`config.mk`:
```
export PLATFORM = sky130hd
export DESIGN_NAME = avr_uart_io
export DESIGN_NICKNAME = d
export VERILOG_FILES = /design/src/rtl/avr_uart_io.sv
export SDC_FILE = /design/constraint.sdc
export NUM_CORES = 1
export LEC_CHECK = 0
export CAP_MARGIN = 20
export CORE_UTILIZATION = 60
export CTS_CLUSTER_SIZE = 20
export DETAILED_ROUTE_END_ITERATION = 12
export PLACE_DENSITY = 0.82
export SLEW_MARGIN = 5
export SYNTH_ARGS = -nofsm -noshare
export SYNTH_HDL_FRONTEND = slang
export SYNTH_SLANG_ARGS = --single-unit
```
`constraint.sdc`:
```
create_clock -name clock -period 5.6 [get_ports clock]
set_clock_uncertainty 0.15 [all_clocks]
set_input_delay 0.56 -clock clock [delete_from_list [all_inputs] [get_ports clock]]
set_output_delay 0.56 -clock clock [all_outputs]
set_load 0.01 [all_outputs]
```
`src/rtl/avr_uart_io.sv`:
```
// avr_uart_io: memory-mapped 8N1 UART peripheral with TX FIFO, 2-entry RX buffer and IRQs
module avr_uart_io #(
  parameter logic [15:0] BASE = 16'h0020,
  parameter int TX_DEPTH_LOG2 = 2,
  parameter logic [15:0] BAUD_RESET = 16'd433
) (
  input  logic        clock,
  input  logic        reset,
  input  logic [15:0] address,
  input  logic [7:0]  wb,
  input  logic        w,
  input  logic        rd,
  output logic [7:0]  dout,
  output logic        sel,
  output logic        txd,
  input  logic        rxd,
  output logic        irq_rx,
  output logic        irq_tx
);
  localparam int AW = TX_DEPTH_LOG2;
  localparam int TD = 1 << AW;
  typedef enum logic [1:0] {IDLE, START, DATA, STOP} state_t;
  logic [15:0] off16, div;
  logic [2:0] off;
  logic [3:0] ctrl;
  logic [7:0] status;
  logic wr_data, wr_stat, ferr, ovr, txovf;
  assign off16 = address - BASE;
  assign sel = off16 < 16'd5;
  assign off = off16[2:0];
  assign wr_data = w & sel & (off == 3'd0);
  assign wr_stat = w & sel & (off == 3'd1);
  logic [7:0] tf [TD];
  logic [AW-1:0] twp, trp;
  logic [AW:0] tcnt;
  logic t_empty, t_full, t_push, t_pop, t_bnd, t_go;
  state_t ts, ts_n;
  logic [15:0] tc, tdiv;
  logic [2:0] tbit;
  logic [7:0] tsh;
  assign t_empty = tcnt == '0;
  assign t_full = tcnt == (AW+1)'(TD);
  assign t_push = wr_data & (!t_full | t_pop);
  assign t_bnd = tc == tdiv;
  assign t_go = ctrl[2] & !t_empty;
  always_comb begin
    ts_n = ts;
    t_pop = 1'b0;
    case (ts)
      IDLE: begin
        ts_n = t_go ? START : IDLE;
        t_pop = t_go;
      end
      START: ts_n = t_bnd ? DATA : START;
      DATA: ts_n = (t_bnd && tbit == 3'd7) ? STOP : DATA;
      STOP: begin
        ts_n = !t_bnd ? STOP : t_go ? START : IDLE;
        t_pop = t_bnd & t_go;
      end
    endcase
  end
  logic s1, s2, s3;
  state_t rs, rs_n;
  logic [15:0] rc, rdiv;
  logic [2:0] rbit;
  logic [7:0] rsh;
  logic [7:0] rb [2];
  logic rrp;
  logic [1:0] rcnt;
  logic r_half, r_bnd, r_tick, r_store, r_ferr, r_ok, rd_pop;
  assign r_half = rc == (rdiv >> 1);
  assign r_bnd = rc == rdiv;
  assign r_tick = (rs == START) ? r_half : r_bnd;
  assign rd_pop = rd & sel & (off == 3'd0) & (rcnt != 2'd0);
  assign r_ok = r_store & ((rcnt != 2'd2) | rd_pop);
  always_comb begin
    rs_n = rs;
    r_store = 1'b0;
    r_ferr = 1'b0;
    case (rs)
      IDLE: rs_n = (ctrl[3] & s3 & !s2) ? START : IDLE;
      START: rs_n = !r_half ? START : s2 ? IDLE : DATA;
      DATA: rs_n = (r_bnd && rbit == 3'd7) ? STOP : DATA;
      STOP: begin
        rs_n = r_bnd ? IDLE : STOP;
        r_store = r_bnd & s2;
        r_ferr = r_bnd & !s2;
      end
    endcase
  end
  // Each engine reloads its private divisor copy at every bit boundary
  always_ff @(posedge clock or posedge reset) begin
    if (reset) begin
      ts <= IDLE;
      tc <= '0;
      tdiv <= BAUD_RESET;
      tbit <= '0;
      tsh <= '0;
      txd <= 1'b1;
      twp <= '0;
      trp <= '0;
      tcnt <= '0;
      {s1, s2, s3} <= 3'b111;
      rs <= IDLE;
      rc <= '0;
      rdiv <= BAUD_RESET;
      rbit <= '0;
      rsh <= '0;
      rrp <= 1'b0;
      rcnt <= '0;
      ctrl <= '0;
      div <= BAUD_RESET;
      {ferr, ovr, txovf} <= 3'b000;
      irq_rx <= 1'b0;
      irq_tx <= 1'b0;
    end else begin
      ts <= ts_n;
      tc <= (ts == IDLE || t_bnd) ? '0 : tc + 16'd1;
      if (ts == IDLE || t_bnd) tdiv <= div;
      if (t_pop) tsh <= tf[trp];
      else if (ts == DATA && t_bnd) tsh <= tsh >> 1;
      if (ts == DATA && t_bnd) tbit <= tbit + 3'd1;
      txd <= (ts == START) ? 1'b0 : (ts == DATA) ? tsh[0] : 1'b1;
      if (t_push) twp <= twp + AW'(1);
      if (t_pop) trp <= trp + AW'(1);
      tcnt <= tcnt + (AW+1)'(t_push) - (AW+1)'(t_pop);
      {s3, s2, s1} <= {s2, s1, rxd};
      rs <= rs_n;
      rc <= (rs == IDLE || r_tick) ? '0 : rc + 16'd1;
      if (rs == IDLE || r_tick) rdiv <= div;
      if (rs == DATA && r_bnd) begin
        rsh <= {s2, rsh[7:1]};
        rbit <= rbit + 3'd1;
      end
      if (rd_pop) rrp <= ~rrp;
      rcnt <= rcnt + 2'(r_ok) - 2'(rd_pop);
      if (w & sel & (off == 3'd2)) ctrl <= wb[3:0];
      if (w & sel & (off == 3'd3)) div[7:0] <= wb;
      if (w & sel & (off == 3'd4)) div[15:8] <= wb;
      ferr <= r_ferr | (ferr & !wr_stat);
      ovr <= (r_store & !r_ok) | (ovr & !wr_stat);
      txovf <= (wr_data & !t_push) | (txovf & !wr_stat);
      irq_rx <= ctrl[0] & (rcnt != 2'd0);
      irq_tx <= ctrl[1] & t_empty;
    end
  end
  always_ff @(posedge clock) begin
    if (t_push) tf[twp] <= wb;
    if (r_ok) rb[rrp ^ rcnt[0]] <= rsh;
  end
  assign status = {2'b00, txovf, ovr, ferr, t_full, t_empty & (ts == IDLE), rcnt != 2'd0};
  always_comb
    dout = !sel ? 8'h00 :
           (off == 3'd0) ? ((rcnt == 2'd0) ? 8'h00 : rb[rrp]) :
           (off == 3'd1) ? status :
           (off == 3'd2) ? {4'b0000, ctrl} :
           (off == 3'd3) ? div[7:0] : div[15:8];
endmodule

```
==> impl_metrics.yaml, run 1 <==
sta:
  post-route-period-util_pct: 75.78
  setup_viol: 0
  drv_slew: 0
  hold_violations: 0
  rsz0062_at_grt: "false"
  fin_setup_tns_ps: 0
  fmax_mhz: 235.7
  max_slew_margin_pct: 30.41
  tightest_slew_ps: 1024
  period_minus_slack_ps: 4243
power_and_ir_drop:
  power_mw: 2.843
  ir_drop_uv: 270.6
  power.switching_mw: 0.6780
  swShare_pct: 23.85
  pwr-share-seq_pct: 51.9
  clockPowerShare_pct: 39.6
  p_int_mw: 2.165
  leakage_nw: 4.116
  pwr_density_cell_nw_per_um2: 297.9
  combPwrFrac_pct: 8.6
critical_path:
  cp.buffers_inverters: 3
  r2r_start: "tdiv[0]$_DFFE_PP1N_"
  path_class: "in2out"
  worstPathRequired_ps: 4890
  worstSetupEndpointType: "primary output"
  cp_top_family: "simple AND/OR/NAND/NOR gates"
  cpMostUsedCell: "clkdlybuf4s50_1"
  crit_path_top_delay_cell: "clkdlybuf4s50_1"
  cpPeakStageDelay_ps: 550
  path_cells: "clkdlybuf4s50_1 -> inv_1 -> ha_1 -> xnor2_1 -> nand2_1 -> or4_4 -> nor3_4 -> and3_1 -> clkdlybuf4s50_1"
  arrival_ps: 3530
  critPathMaxFanout: 15
  start_kind: "input pin"
  timing.critical_path.from: "address[5]"
detailed_routing:
  num_vias: 5315
  drt_first_pass_iters: 5
  wl_mm: 16.97
  drt_iter0_drc: 431
  ant_nets: 0
  post_drt_wl_per_cell_microns: 18.65
  drc: 0
  viasPerCell: 5.841
status:
  status: "complete, no violations"
global_routing:
  grt_pass1_vias: 5559
  grt_max_degree: 90
  grt_first_pass_wirelength_mm: 28.19
  antenna_found_initial: 0
  grt_usage_pct: 25.74
  grt_remaining_overflow: 0
finish:
  fin_cells: 910
  fin_util_pct: 70.66
  most-common-layout-cells: "110 x dfrtp_1, 75 x nand2_1, 58 x mux2_2"
  final_common_cell: "dfrtp_1"
  multi_input_area_sq_um: 3535
  nFillCells: 922
  seq_area_sq_um: 4693
  nNetsFinal: 770
  n_antenna_cell: 0
  synthToLayoutAreaGrowth_pct: 12.93
  drive_gt1_share_pct: 18.26
yosys:
  ys_ff_latch: 177
  synth_cells: 686
  yosys.cell_types.count: 62
  synthFlopType: "dfrtp_1"
  synth_warnings: 0
  syn-num-nets: 735
  syn_area_sq_um: 8451
  syn_area_per_cell_sq_um: 12.32
  synth_compound_area_share_pct: 3.598
  synthMuxAreaShare_pct: 12.59
  synth_fa_ha_area_share_pct: 3.050
  synth_seq_area_share_pct: 55.54
  synth_edf_count: 48
  synthXorXnorAreaFrac_pct: 9.224
  synth_top_family_by_area: "simple AND/OR/NAND/NOR gates"
  synthArstFlopShare_pct: 72.88
  synthSimpleGateAreaFrac_pct: 13.37
floorplanning:
  num_rows: 42
  start_util_pct: 62.57
  core_area_sq_um: 13510
  io_pins: 41
  fp.dieW_microns: 120.7
  die-area_sq_um: 14560
  die_h_microns: 120.7
clock_network:
  cts_tree: "yes"
  hold_buffers: 0
  cts_setup_buffers: 0
  clock_sinks: 177
  insertion_delay_ps: 430
  cts_resized: 0
  htree_num_levels: 4
  cts_buffers: 17
  cts_buffer_depth: 2
  cts_root_buffer: "clkbuf_16"
  cts.clk_slew.worst_paths_ps: 70
placed_design:
  gp_congestion: 0.8495
  io_buffers: 40
  hpwl_mm: 11.80
  dp.cells: 876
hold_path:
  hp-start: "s1$_DFF_PP1_"
  hp-class: "reg2reg"
job:
  drv_cap: 0
-- final cells by class --
cell class	instances	share of cell area [%]
sequential	177	49.18
multi-input combinational	461	37.04
clock buffer	21	5.166
timing repair buffer	44	4.720
tap	176	2.308
inverter	20	0.8129
clock inverter	11	0.7736
-- final timing paths --
| check | end | slack [ps] | cells past startpoint |
|---|---|---|---|
| min reg2reg | s2$_DFF_PP1_ | 210 | 0 |
| max in group asynchronous | tdiv[0]$_DFFE_PP1N_ | 3760 | 4 |
| min | s2$_DFF_PP1_ | 210 | 0 |
| min in group asynchronous | tbit[2]$_DFFE_PP0P_ | 330 | 2 |
| max | dout[2] | 1360 | 9 |
| max reg2reg | tcnt[2]$_DFF_PP0_ | 1930 | 13 |
-- cell usage after synthesis, types with 10 or more instances --
cell type  instances  area, sq um
dfrtp_1          110         2753
nand2_1           75        281.5
mux2_2            58        653.1
xnor2_1           52        455.4
nor2_1            51        191.4
edfxtp_1          48         1441
xor2_1            37        324.1
inv_1             20        75.07
dfstp_2           19        499.2
ha_1              19        237.7
and3_1            15        93.84
nand3_1           15        75.07
clkbuf_1          14        52.55
nand4_1           13        81.33
o21ai_0           11        55.05
and2_1            10        62.56
mux2i_1           10        100.1
-- cells by family (layout without fill, tap and decap cells) --
group	count (synthesis)	count (layout)
flops	177	177
mux	87	87
compound gates	44	44
simple gates	221	221
buf+inv	48	96
fa+ha+maj	20	20
xor+xnor	89	89
-- metal layers --
| layer | vias to the layer above | track usage [%] | wire [microns] |
|---|---|---|---|
| met2 | 123 | 43.10 | 8682 |
| met1 | 2710 | 34.09 | 7410 |
| met5 | - | 0 | 0 |
| met4 | 0 | 5.941 | 176 |
| li1 | 2462 | - | - |
| met3 | 20 | 6.179 | 702 |
-- through the flow --
step	worst slack, ps	area, sq um	hold WS, ps
2_1_floorplan	1480	8451	195.2
3_3_place_gp	1136	8941	202.1
3_5_place_dp	962.6	8941	197.8
4_1_cts	1402	9508	211.5
5_1_grt	1130	9543	212.4
6_report	1357	9543	210.5
-- power groups by stage --
stage | Clock [mW] | Sequential, mW | Combinational (mW)
after global placement | 0 | 1.49 | 0.228
after detailed placement | 0 | 1.50 | 0.243
after floorplan | 0 | 1.47 | 0.189
after global routing | 1.20 | 1.48 | 0.271
final | 1.12 | 1.47 | 0.244
after CTS | 1.14 | 1.47 | 0.244
-- flip-flops by register name (all words and copies together), names as in the netlist, 3 cells and up --
| name | cells |
|---|---|
| tc | 16 |
| tcnt | 3 |
| div | 16 |
| rbit | 3 |
| tsh | 8 |
| rsh | 8 |
| tbit | 3 |
| tf | 32 |
| rb | 16 |
| tdiv | 16 |
| rc | 16 |
| rdiv | 16 |
| ctrl | 4 |
No activity file was read; power rests on OpenSTA's default activity.
==> run 2: changes to the inputs <==
Clock period 5.6 ns to 4.2 ns, I/O delays scaled along.
==> impl_metrics.yaml, run 2 (same netlist as run 1, synthesis figures left out) <==
hold_path:
  worstHoldPathCells: 0
  hp-class: "reg2reg"
sta:
  period_minus_slack_ps: 3698
  setup_viol: 0
  hold_violations: 0
  rsz0062_at_grt: "false"
  max_slew_margin_pct: 33.21
  fmax_mhz: 270.4
  drv_slew: 0
  post-route-period-util_pct: 88.05
  whs_ps: 207.1
  tightest_slew_ps: 982.4
  fin_setup_tns_ps: 0
power_and_ir_drop:
  ir_drop_uv: 321.0
  pwr_density_cell_nw_per_um2: 399.2
  leakage_nw: 4.137
  power_mw: 3.820
floorplanning:
  fp.dieW_microns: 120.7
  start_util_pct: 62.57
  die-area_sq_um: 14560
  die_h_microns: 120.7
  io_pins: 41
  num_rows: 42
  core_area_sq_um: 13510
clock_network:
  insertion_delay_ps: 430
  cts_buffer_depth: 2
  cts_setup_buffers: 0
  cts_root_buffer: "clkbuf_16"
  cts_buffers: 17
  cts_tree: "yes"
  clock_sinks: 177
  cts_resized: 0
  hold_buffers: 0
  htree_num_levels: 4
  cts.clk_slew.worst_paths_ps: 60
detailed_routing:
  drt_first_pass_iters: 5
  post_drt_wl_per_cell_microns: 18.88
  wl_mm: 17.29
  drc: 0
  viasPerCell: 5.824
  ant_nets: 0
  num_vias: 5335
  drt_iter0_drc: 383
placed_design:
  gp_congestion: 0.8838
  hpwl_mm: 11.99
  io_buffers: 40
global_routing:
  grt_remaining_overflow: 0
  grt_max_degree: 72
  antenna_found_initial: 0
  grt_pass1_vias: 5702
  grt_usage_pct: 26.46
  grt_first_pass_wirelength_mm: 28.79
finish:
  n_antenna_cell: 0
  nNetsFinal: 776
  synthToLayoutAreaGrowth_pct: 13.22
  most-common-layout-cells: "110 x dfrtp_1, 75 x nand2_1, 58 x mux2_2"
  drive_gt1_share_pct: 18.78
  largest_reg_flops: 32
  final_common_cell: "dfrtp_1"
  regMostFlops: "tf"
critical_path:
  critPathMaxFanout: 14
  cpPeakStageDelay_ps: 550
  cp.buffers_inverters: 4
  ff2ff_path_depth: 12
  start_kind: "input pin"
  crit_cells: 10
  worstPathRequired_ps: 3630
  crit_path_top_delay_cell: "clkdlybuf4s50_1"
  cpMostUsedCell: "clkdlybuf4s50_1"
  worstSetupEndpointType: "primary output"
  cp_top_family: "buffers and inverters"
  path_class: "in2out"
  path_cells: "clkdlybuf4s50_1 -> inv_1 -> ha_1 -> xnor2_1 -> nand2_1 -> or4_4 -> nor3_4 -> buf_4 -> and3_1 -> clkdlybuf4s50_1"
  arrival_ps: 3130
status:
  status: "complete, no violations"
job:
  drv_cap: 0
[run 2: final cells by class]
cell class	count	area, sq um
Clock buffer	19	442.9
Clock inverter	13	123.9
Fill cell	894	3938
Inverter	20	77.57
Multi-Input combinational cell	461	3535
Sequential cell	177	4693
Tap cell	176	220.2
Timing Repair Buffer	50	475.5
[run 2: through the flow]
step           setup slack (ps)  instance area, sq um  instances  utilization, %
2_1_floorplan             220.5                  8451        686               -
3_3_place_gp              406.9                  9001        884           66.65
3_5_place_dp              316.8                  9001        884           66.65
4_1_cts                   503.2                  9568        916           70.84
5_1_grt                   308.7                  9568        916           70.84
6_report                  501.8                  9568        916           70.84
[run 2: path summary, 6_finish.rpt]
path	from	end	slack (ps)
max in group asynchronous	reset	div[7]$_DFFE_PP1P_	2640
max	address[5]	dout[4]	500
max reg2reg	tdiv[5]$_DFFE_PP1N_	tcnt[2]$_DFF_PP0_	610
min reg2reg	s1$_DFF_PP1_	s2$_DFF_PP1_	210
min in group asynchronous	reset	tc[15]$_DFF_PP0_	370
min	s1$_DFF_PP1_	s2$_DFF_PP1_	210
[run 2: power by group]
group / total, mW / switching (mW) / internal, mW
combinational: 0.336 / 0.174 / 0.161
clock: 1.53 / 0.682 / 0.843
sequential: 1.96 / 0.0766 / 1.88
total: 3.82 / 0.933 / 2.89
[run 2: routing by layer]
layer | track usage [%] | wire (microns)
met1 | 33.57 | 7445
met3 | 5.094 | 693
met5 | 0 | 0
met4 | 10.03 | 306
met2 | 45.08 | 8845
==> run 3: changes to the inputs <==
Settings changed: ABC_CLOCK_PERIOD_IN_PS set to 4300, CAP_MARGIN 20 to unset.
Clock period 4.2 ns to 4.3 ns, I/O delays scaled along.
==> impl_metrics.yaml, run 3 (same netlist as run 1, synthesis figures left out) <==
status:
  status: "complete, no violations"
critical_path:
  cp.buffers_inverters: 4
  regToRegSetupSlack_ps: 830
  crit_path_top_delay_cell: "clkdlybuf4s50_1"
  arrival_ps: 3130
  cpMostUsedCell: "clkdlybuf4s50_1"
  path_cells: "clkdlybuf4s50_1 -> inv_1 -> ha_1 -> xnor2_1 -> nand2_1 -> or4_4 -> nor3_4 -> buf_4 -> and3_1 -> clkdlybuf4s50_1"
  start_kind: "input pin"
  cpPeakStageDelay_ps: 550
  worstSetupEndpointType: "primary output"
  critPathMaxFanout: 14
  cp_top_family: "buffers and inverters"
  worstPathRequired_ps: 3720
  path_class: "in2out"
sta:
  fin_setup_tns_ps: 0
  fmax_mhz: 269.5
  whs_ps: 208.7
  rsz0062_at_grt: "false"
  period_minus_slack_ps: 3711
  drv_slew: 0
  hold_violations: 0
  setup_viol: 0
  max_slew_margin_pct: 26.78
  post-route-period-util_pct: 86.30
  tightest_slew_ps: 1094
floorplanning:
  fp.dieW_microns: 120.7
  num_rows: 42
  start_util_pct: 62.57
  die-area_sq_um: 14560
  die_h_microns: 120.7
  io_pins: 41
  core_area_sq_um: 13510
clock_network:
  cts_buffers: 17
  cts_buffer_depth: 2
  clock_sinks: 177
  cts_setup_buffers: 0
  insertion_delay_ps: 430
  hold_buffers: 0
  htree_num_levels: 4
  cts_resized: 0
  cts_root_buffer: "clkbuf_16"
  cts.clk_slew.worst_paths_ps: 60
  cts_tree: "yes"
power_and_ir_drop:
  combPwrFrac_pct: 8.7
  p_int_mw: 2.847
  clockPowerShare_pct: 40.4
  pwr-share-seq_pct: 50.8
  leakage_nw: 4.146
  ir_drop_uv: 329.9
  pwr_density_cell_nw_per_um2: 392.8
  power.switching_mw: 0.9189
  swShare_pct: 24.40
detailed_routing:
  wl_mm: 17.61
  drt_iter0_drc: 516
  post_drt_wl_per_cell_microns: 19.24
  viasPerCell: 5.893
  num_vias: 5392
  drt_first_pass_iters: 5
  drc: 0
  ant_nets: 0
placed_design:
  io_buffers: 40
  dp.cells: 883
  hpwl_mm: 12.08
  postPlaceCellArea_sq_um: 8994
  gp_congestion: 0.8587
finish:
  seq_area_sq_um: 4693
  regMostFlops: "tf"
  final_common_cell: "dfrtp_1"
  nNetsFinal: 775
  largest_reg_flops: 32
  nFillCells: 870
  n_antenna_cell: 0
  synthToLayoutAreaGrowth_pct: 13.44
  postLayoutCellArea_sq_um: 9587
  fin_cells: 915
  most-common-layout-cells: "110 x dfrtp_1, 75 x nand2_1, 58 x mux2_2"
  multi_input_area_sq_um: 3535
  drive_gt1_share_pct: 18.94
global_routing:
  grt_remaining_overflow: 0
  grt_max_degree: 77
  antenna_found_initial: 0
  grt_pass1_vias: 5593
  grt_usage_pct: 26.52
  grt_first_pass_wirelength_mm: 29.03
hold_path:
  hp-class: "reg2reg"
job:
  drv_cap: 0
==> run 3: through the flow <==
step           power [mW]  worst slack, ps  utilization [%]
2_1_floorplan       2.160            310.5                -
3_3_place_gp        2.241            499.4            66.59
3_5_place_dp        2.274            358.4            66.59
4_1_cts             3.785            577.7            70.98
5_1_grt             3.888            369.5            70.98
6_report            3.766            589.1            70.98
==> run 3: power groups by stage <==
| stage | Sequential [mW] | Combinational, mW | Clock [mW] |
|---|---|---|---|
| 6_report | 1.91 | 0.328 | 1.52 |
| 5_1_grt | 1.93 | 0.360 | 1.60 |
| 4_1_cts | 1.91 | 0.331 | 1.54 |
| 3_5_place_dp | 1.95 | 0.327 | 0 |
| 3_3_place_gp | 1.94 | 0.305 | 0 |
| 2_1_floorplan | 1.91 | 0.246 | 0 |
==> run 3: cell type report <==
class,instances,area share (%)
multi-input combinational,461,36.87
sequential,177,48.96
tap,176,2.297
inverter,20,0.8092
clock buffer,22,5.273
timing repair buffer,49,4.881
clock inverter,10,0.9136
==> run 3: worst register-to-register path, stage by stage (launching register included) <==
cell	delay, ps
dfstp_2	540
xnor2_1	130
nand4_1	170
nor4_4	510
a311oi_1	290
and4b_1	340
inv_1	50
ha_1	270
inv_1	60
ha_1	150
inv_1	50
fa_1	370
xnor2_1	140
xnor2_1	130
==> run 3: routing by layer <==
layer	part of all wire [%]	vias to the layer above	GRT usage, %
met5	0	-	0
met1	42	2723	34.69
met4	1.9	0	9.799
met3	5.2	25	5.330
li1	-	2491	-
met2	51	153	43.97
==> run 3: path summary, 6_finish.rpt <==
path / startpoint / to / cells past startpoint
max in group asynchronous: reset / div[8]$_DFFE_PP1P_ / 3
worst max-delay path: address[5] / dout[3] / 10
worst min-delay path: s1$_DFF_PP1_ / s2$_DFF_PP1_ / 0
worst max register to register: tdiv[7]$_DFFE_PP1N_ / tcnt[2]$_DFF_PP0_ / 13
worst min register to register: s1$_DFF_PP1_ / s2$_DFF_PP1_ / 0
min in group asynchronous: reset / tc[1]$_DFF_PP0_ / 2
